`src/rtl/mam_pkg.sv`:
```
// rtl/mam_pkg.sv - shared MAM request types, constants and helpers
package mam_pkg;

    localparam int MAM_BEATS_W = 14;
    localparam int MAM_ADDR_W  = 32;

    typedef struct packed {
        logic                   rw;
        logic [MAM_ADDR_W-1:0]  addr;
        logic                   burst;
        logic [MAM_BEATS_W-1:0] beats;
    } mam_req_t;

    typedef enum logic [1:0] {
        ST_IDLE  = 2'd0,
        ST_WRITE = 2'd1,
        ST_READ  = 2'd2
    } mam_sram_state_t;

    // A burst of zero beats still moves one word.
    function automatic logic [MAM_BEATS_W-1:0] mam_beat_count(
        input logic                   burst,
        input logic [MAM_BEATS_W-1:0] beats
    );
        if (burst && (beats != '0)) begin
            return beats;
        end
        return MAM_BEATS_W'(1);
    endfunction

endpackage

```
`src/rtl/mam_sram_adapter_if.sv`:
```
// rtl/mam_sram_adapter_if.sv - MAM request/write/read handshake bundle
interface mam_sram_adapter_if #(
    parameter int DATA_WIDTH = 16,
    parameter int ADDR_WIDTH = 32
) ();
    import mam_pkg::*;

    logic                    req_valid;
    logic                    req_ready;
    logic                    req_rw;
    logic [ADDR_WIDTH-1:0]   req_addr;
    logic                    req_burst;
    logic [MAM_BEATS_W-1:0]  req_beats;

    logic                    write_valid;
    logic [DATA_WIDTH-1:0]   write_data;
    logic [DATA_WIDTH/8-1:0] write_strb;
    logic                    write_ready;

    logic                    read_valid;
    logic [DATA_WIDTH-1:0]   read_data;
    logic                    read_ready;

    modport master (
        output req_valid, req_rw, req_addr, req_burst, req_beats,
        output write_valid, write_data, write_strb,
        output read_ready,
        input  req_ready, write_ready, read_valid, read_data
    );

    modport slave (
        input  req_valid, req_rw, req_addr, req_burst, req_beats,
        input  write_valid, write_data, write_strb,
        input  read_ready,
        output req_ready, write_ready, read_valid, read_data
    );

endinterface

```
`src/rtl/mam_sram_rdfifo.sv`:
```
// rtl/mam_sram_rdfifo.sv - 2-entry read-data FIFO with reset flush
module mam_sram_rdfifo #(
    parameter int WIDTH = 16
) (
    input  logic             clk,
    input  logic             rst,
    input  logic             push,
    input  logic [WIDTH-1:0] push_data,
    input  logic             pop,
    output logic             valid,
    output logic [WIDTH-1:0] head,
    output logic [1:0]       count
);

    logic [WIDTH-1:0] mem [2];
    logic             rd_ptr;
    logic             wr_ptr;
    logic             pop_ok;

    assign pop_ok = pop && (count != 2'd0);
    assign valid  = (count != 2'd0);
    assign head   = mem[rd_ptr];

    always_ff @(posedge clk) begin
        if (push) begin
            mem[wr_ptr] <= push_data;
        end
    end

    always_ff @(posedge clk) begin
        if (rst) begin
            rd_ptr <= 1'b0;
            wr_ptr <= 1'b0;
            count  <= 2'd0;
        end else begin
            if (push) begin
                wr_ptr <= ~wr_ptr;
            end
            if (pop_ok) begin
                rd_ptr <= ~rd_ptr;
            end
            case ({push, pop_ok})
                2'b10:   count <= count + 2'd1;
                2'b01:   count <= count - 2'd1;
                default: count <= count;
            endcase
        end
    end

endmodule

```
`src/rtl/mam_sram_adapter.sv`:
```
// rtl/mam_sram_adapter.sv - MAM to single-port synchronous SRAM adapter
module mam_sram_adapter
    import mam_pkg::*;
#(
    parameter int                    DATA_WIDTH = 16,
    parameter int                    ADDR_WIDTH = 32,
    parameter logic [ADDR_WIDTH-1:0] BASE_ADDR  = '0,
    parameter int                    SRAM_AW    = 20
) (
    input  logic                    clk,
    input  logic                    rst,
    mam_sram_adapter_if.slave       mam,
    output logic                    sram_ce,
    output logic                    sram_we,
    output logic [SRAM_AW-1:0]      sram_addr,
    output logic [DATA_WIDTH/8-1:0] sram_be,
    output logic [DATA_WIDTH-1:0]   sram_din,
    input  logic [DATA_WIDTH-1:0]   sram_dout
);

    localparam int BYTE_SHIFT = $clog2(DATA_WIDTH / 8);

    mam_sram_state_t        state;
    mam_sram_state_t        state_next;
    logic [SRAM_AW-1:0]     word_addr;
    logic [MAM_BEATS_W-1:0] beats_left;
    logic                   rd_inflight;

    logic [ADDR_WIDTH-1:0]  byte_off;
    logic [SRAM_AW-1:0]     req_word;
    logic                   accept;
    logic                   wr_fire;
    logic                   rd_fire;
    logic                   last_beat;
    logic                   credit_ok;
    logic [2:0]             occ;

    logic                   fifo_valid;
    logic                   fifo_pop;
    logic [1:0]             fifo_count;
    logic [DATA_WIDTH-1:0]  fifo_head;

    assign byte_off  = mam.req_addr - BASE_ADDR;
    assign req_word  = SRAM_AW'(byte_off >> BYTE_SHIFT);
    assign last_beat = (beats_left == MAM_BEATS_W'(1));

    assign mam.req_ready   = (state == ST_IDLE) && !rst;
    assign mam.write_ready = (state == ST_WRITE) && !rst;
    assign mam.read_valid  = fifo_valid && !rst;
    assign mam.read_data   = fifo_head;

    assign accept   = mam.req_ready && mam.req_valid;
    assign wr_fire  = mam.write_ready && mam.write_valid;
    assign fifo_pop = mam.read_valid && mam.read_ready;

    // Occupancy is counted after this cycle's pop so a draining FIFO keeps one read per cycle.
    assign occ       = {1'b0, fifo_count} + {2'b00, rd_inflight} - {2'b00, fifo_pop};
    assign credit_ok = (occ < 3'd2);
    assign rd_fire   = (state == ST_READ) && credit_ok && !rst;

    always_comb begin
        state_next = state;
        case (state)
            ST_IDLE: begin
                if (accept) begin
                    state_next = mam.req_rw ? ST_WRITE : ST_READ;
                end
            end
            ST_WRITE: begin
                if (wr_fire && last_beat) begin
                    state_next = ST_IDLE;
                end
            end
            ST_READ: begin
                if (rd_fire && last_beat) begin
                    state_next = ST_IDLE;
                end
            end
            default: state_next = ST_IDLE;
        endcase
    end

    always_comb begin
        sram_ce   = 1'b0;
        sram_we   = 1'b0;
        sram_addr = '0;
        sram_be   = '0;
        sram_din  = '0;
        if (wr_fire) begin
            sram_ce   = 1'b1;
            sram_we   = 1'b1;
            sram_addr = word_addr;
            sram_be   = mam.write_strb;
            sram_din  = mam.write_data;
        end else if (rd_fire) begin
            sram_ce   = 1'b1;
            sram_addr = word_addr;
            sram_be   = '1;
        end
    end

    always_ff @(posedge clk) begin
        if (rst) begin
            state       <= ST_IDLE;
            word_addr   <= '0;
            beats_left  <= '0;
            rd_inflight <= 1'b0;
        end else begin
            state       <= state_next;
            rd_inflight <= rd_fire;
            if (accept) begin
                word_addr  <= req_word;
                beats_left <= mam_beat_count(mam.req_burst, mam.req_beats);
            end else if (wr_fire || rd_fire) begin
                word_addr  <= word_addr + SRAM_AW'(1);
                beats_left <= beats_left - MAM_BEATS_W'(1);
            end
        end
    end

    mam_sram_rdfifo #(
        .WIDTH(DATA_WIDTH)
    ) u_rdfifo (
        .clk      (clk),
        .rst      (rst),
        .push     (rd_inflight),
        .push_data(sram_dout),
        .pop      (fifo_pop),
        .valid    (fifo_valid),
        .head     (fifo_head),
        .count    (fifo_count)
    );

endmodule

```
`src/flat_wrapper.sv`:
```
// flat-port wrapper written by rule: the top's interface ports become plain ports
module mam_sram_adapter_flat import mam_pkg::*;
#(
    parameter int                    DATA_WIDTH = 16,
    parameter int                    ADDR_WIDTH = 32,
    parameter logic [ADDR_WIDTH-1:0] BASE_ADDR  = '0,
    parameter int                    SRAM_AW    = 20
)
  (clk, rst, sram_ce, sram_we, sram_addr, sram_be, sram_din, sram_dout, mam_req_valid, mam_req_rw, mam_req_addr, mam_req_burst, mam_req_beats, mam_write_valid, mam_write_data, mam_write_strb, mam_read_ready, mam_req_ready, mam_write_ready, mam_read_valid, mam_read_data);
  mam_sram_adapter_if #(.DATA_WIDTH(DATA_WIDTH), .ADDR_WIDTH(ADDR_WIDTH)) mam_i ();
  input  logic clk;
  input  logic rst;
  output logic sram_ce;
  output logic sram_we;
  output logic [SRAM_AW-1:0] sram_addr;
  output logic [DATA_WIDTH/8-1:0] sram_be;
  output logic [DATA_WIDTH-1:0] sram_din;
  input  logic [DATA_WIDTH-1:0] sram_dout;
  input wire logic [$bits(mam_i.req_valid)-1:0] mam_req_valid;
  input wire logic [$bits(mam_i.req_rw)-1:0] mam_req_rw;
  input wire logic [$bits(mam_i.req_addr)-1:0] mam_req_addr;
  input wire logic [$bits(mam_i.req_burst)-1:0] mam_req_burst;
  input wire logic [$bits(mam_i.req_beats)-1:0] mam_req_beats;
  input wire logic [$bits(mam_i.write_valid)-1:0] mam_write_valid;
  input wire logic [$bits(mam_i.write_data)-1:0] mam_write_data;
  input wire logic [$bits(mam_i.write_strb)-1:0] mam_write_strb;
  input wire logic [$bits(mam_i.read_ready)-1:0] mam_read_ready;
  output wire logic [$bits(mam_i.req_ready)-1:0] mam_req_ready;
  output wire logic [$bits(mam_i.write_ready)-1:0] mam_write_ready;
  output wire logic [$bits(mam_i.read_valid)-1:0] mam_read_valid;
  output wire logic [$bits(mam_i.read_data)-1:0] mam_read_data;
  assign mam_i.req_valid = mam_req_valid;
  assign mam_i.req_rw = mam_req_rw;
  assign mam_i.req_addr = mam_req_addr;
  assign mam_i.req_burst = mam_req_burst;
  assign mam_i.req_beats = mam_req_beats;
  assign mam_i.write_valid = mam_write_valid;
  assign mam_i.write_data = mam_write_data;
  assign mam_i.write_strb = mam_write_strb;
  assign mam_i.read_ready = mam_read_ready;
  assign mam_req_ready = mam_i.req_ready;
  assign mam_write_ready = mam_i.write_ready;
  assign mam_read_valid = mam_i.read_valid;
  assign mam_read_data = mam_i.read_data;
  mam_sram_adapter #(.DATA_WIDTH(DATA_WIDTH), .ADDR_WIDTH(ADDR_WIDTH), .BASE_ADDR(BASE_ADDR), .SRAM_AW(SRAM_AW)) u_core (.clk(clk), .rst(rst), .mam(mam_i), .sram_ce(sram_ce), .sram_we(sram_we), .sram_addr(sram_addr), .sram_be(sram_be), .sram_din(sram_din), .sram_dout(sram_dout));
endmodule
```
`config.mk`:
```
export PLATFORM = sky130hd
export DESIGN_NAME = mam_sram_adapter_flat
export DESIGN_NICKNAME = d
export VERILOG_FILES = /design/src/rtl/mam_pkg.sv /design/src/rtl/mam_sram_adapter_if.sv /design/src/rtl/mam_sram_rdfifo.sv /design/src/rtl/mam_sram_adapter.sv /design/src/flat_wrapper.sv
export SDC_FILE = /design/constraint.sdc
export NUM_CORES = 1
export LEC_CHECK = 0
export CORE_MARGIN = 10
export CORE_UTILIZATION = 44
export DETAILED_ROUTE_END_ITERATION = 8
export GPL_ROUTABILITY_DRIVEN = 1
export PLACE_DENSITY_LB_ADDON = 0.25
export SETUP_SLACK_MARGIN = 0.3
export SYNTH_ARGS = -nofsm -noshare
export SYNTH_HDL_FRONTEND = slang
export SYNTH_SLANG_ARGS = --single-unit
export TNS_END_PERCENT = 10
```
`constraint.sdc`:
```
create_clock -name clk -period 4.2 [get_ports clk]
set_input_delay 0.84 -clock clk [delete_from_list [all_inputs] [get_ports clk]]
set_output_delay 0.84 -clock clk [all_outputs]
set_load 0.1 [all_outputs]
```
==> impl_metrics.csv <==
group,metric,value,unit
detailed_routing,avgViaCountPerCell,5.575,
die,coreArea,8341,um2
synth,async_reset_ff_share,0,%
global_route,grt_use_met3,7.660,%
timing,setup_viol,0,
finish,layout-drive-gt1-share,29.24,%
global_route,antenna_found_initial,0,
critical_path,critPathMaxFanout,7,
placed_design,dp_cells,615,
synth,synthTopCellsByCount,"dfxtp_1 (42), and2_1 (41), nor2_1 (41), edfxtp_1 (32), nand2_1 (28)",
die,placementRows,33,
placed_design,port_buffers,133,
timing,slew_headroom,48.27,%
timing,maxSlewViolCount,0,
critical_path,crit_buf_inv,5,
detailed_routing,dr.pass1.iters,4,
synth,synth_edf_count,32,
clock_network,cts_tree,"built",
synth,synth_largest_area_cell,"edfxtp_1",
clock_network,clk_transition_reported_paths,0.08,ns
critical_path,worstPathRequired,3.36,ns
finish,design_area,6190,um2
die,die_area,12790,um2
synth,synth_flop_cell,"dfxtp_1",
synth,synth_seq_cells,74,
clock_network,cts_buffers,9,
finish,fin_cells,642,
finish,nets,625,
placed_design,gp_congestion,0.8227,
critical_path,worstSetupEndpointType,"output port",
detailed_routing,vias,3579,
flow_run,drv_cap,0,
placed_design,place_ws,-0.06094,ns
die,fp.dieH,113.1,um
synth,syn_nets,481,
finish,n_antenna_cell,0,
clock_network,clk_latency,0.35,ns
clock_network,hold_buffers,0,
critical_path,critPathKind,"in2out",
timing,final.setup_skew,0.009112,ns
detailed_routing,ant_nets,0,
global_route,grt_pass1_vias,3712,
finish,final_util,74.21,%
timing,timing.final.crit_share,93.19,%
synth,avgSynthCellArea,9.829,um2
timing,worstMarginPinSlew,0.7760,ns
global_route,grt_use_met1,20.92,%
timing,fin_hold_ws,0.5124,ns
critical_path,path_cells,"buf_8 -> nor2_4 -> and2_4 -> ha_4 -> nand2b_4 -> fa_1 -> and4bb_2 -> a21oi_4 -> inv_4 -> buf_6 -> buf_12 -> and2_4 -> buf_12",
outcome,outcome,"completed",
critical_path,slowest_stage,"fa_1",
synth,syn_area,3814,um2
detailed_routing,route.detailed.drc,0,
timing,layout_setup_ws,0.2858,ns
global_route,grt_max_degree,42,
timing,fmax,0.2555,GHz
die,die_w,113.1,um
placed_design,placed_area,5767,um2
detailed_routing,first_iter_violations,172,
synth,yosys-top-cells-area,"edfxtp_1 (25%), dfxtp_1 (22%), and2_1 (6.7%)",
timing,rsz0062_at_grt,"true",
global_route,grt_pass1_wl,19.15,mm
critical_path,critPathMaxStageDelay,0.44,ns
synth,yosys.area.top_type_share,25.20,%
timing,hold_viol,0,
synth,synth_most_common_cell,"dfxtp_1",
placed_design,dpl.hpwl,8.414,mm
synth,yosys_warnings,0,
clock_network,htreeDepth,3,
global_route,met2_usage,29.92,%
critical_path,worstPathArrival,3.07,ns
clock_network,ctsLongestPathBuffers,2,
detailed_routing,routedWlPerCell,18.31,um
hold_path,hold_path_class,"reg2reg",
critical_path,cp-start-kind,"input pin",
global_route,grt-busiest-layer,"met2",
power,p_per_area,347.3,nW/um2
power,p_leak,0.002307,uW
synth,synth_cells,388,
die,start_util,45.72,%
detailed_routing,routed_wl,11.75,mm
global_route,overflow,0,
finish,area_growth_syn_to_layout,62.30,%
clock_network,clkSinkCount,74,
die,io_pins,146,
clock_network,root_buffer,"clkbuf_8",
critical_path,crit_family,"simple AND/OR/NAND/NOR gates",
timing,period_needed,3.914,ns
synth,yosysSeqAreaShare,47.24,%
global_route,grtUsageTotal,18.12,%
power,peakVddDrop,191.2,uV
synth,synth.distinct_cells,56,
[timing repair]
item                                    CTS  global route
pin swaps                                 6             5
cloned                                    3             0
gates resized for setup                  20             6
endpoints found under the setup margin   23            21
buffers inserted                          7             1
[where the power goes]
group	switching, uW	internal (uW)	total, uW
Sequential	59.3	807	866
Clock	276	337	613
Combinational	388	283	671
Total	723	1430	2150
[cell families (layout without fill, tap and decap cells)]
family                     Yosys count  after routing  synth area share (%)
adders and majority gates            6              6                 2.165
AOI/OAI and AO/OA                   56             56                 10.93
muxes                               17             17                 4.987
DFF                                 74             74                 47.24
buffers and inverters               33            182                 3.478
and+or+nand+nor                    180            180                 26.15
xor gates and xnor gates            22             22                 5.052
[registers in the layout, summed over array words and instances (netlist names), named ones only]
register and cells:
u_core.u_rdfifo.mem 32, u_core.word_addr 20, u_core.beats_left 14, u_core.state 2, u_core.u_rdfifo.count 2, u_core.rd_inflight 1
u_core.u_rdfifo.rd_ptr 1, u_core.u_rdfifo.wr_ptr 1
[routing by layer]
metal | share of wire (%) | vias to the layer above
met5 | 0 | -
met4 | 1.8 | 0
met3 | 9.9 | 21
met2 | 50 | 150
met1 | 38 | 1707
li1 | - | 1701
[path summary, 6_finish.rpt]
kind	start	to	slack, ns	depth (start not counted)
max	rst	sram_addr[0]	0.29	13
min	u_core.beats_left[4]	u_core.beats_left[4]	0.51	1
max reg2reg	u_core.u_rdfifo.count[0]	u_core.word_addr[13]	0.79	16
min reg2reg	u_core.beats_left[4]	u_core.beats_left[4]	0.51	1
[area by class of cell]
class,count,area [um2]
Tap cell,105,131.4
Timing Repair Buffer,158,2018
Multi-Input combinational cell,281,1986
Clock inverter,6,90.09
Sequential cell,74,1804
Clock buffer,10,127.6
Fill cell,586,2151
Inverter,8,32.53
[layout by cell type, fill, tap and decap left out, drive strengths merged, types with 8 or more instances in the layout]
cell type / instances
dfxtp: 42
nand4: 13
clkdlybuf4s50: 72
edfxtp: 32
xnor2: 11
and2: 42
buf: 86
nor2: 41
xor2: 11
a211oi: 19
nand3: 12
nand2: 28
nor3: 10
inv: 9
clkbuf: 10
mux2: 16
a21oi: 8
[worst register-to-register path, stage by stage (launching register included)]
cell,delay [ns]
dfxtp_2,0.36
nor2_2,0.16
nor2_4,0.05
and2_4,0.14
ha_4,0.20
nand2b_4,0.13
fa_1,0.49
and4bb_2,0.28
a21oi_4,0.09
inv_4,0.10
buf_12,0.12
buf_16,0.10
buf_4,0.14
buf_4,0.16
nand4_1,0.11
or3_1,0.34
a311oi_1,0.34
[stage by stage]
| step | TNS, ns | power (uW) |
|---|---|---|
| 2_1_floorplan | -3.339 | 1283 |
| 3_3_place_gp | -0.03428 | 1479 |
| 3_5_place_dp | -0.06392 | 1500 |
| 4_1_cts | 0 | 2155 |
| 5_1_grt | 0 | 2244 |
| 6_report | 0 | 2150 |
Power figures use the tool's default switching activity.
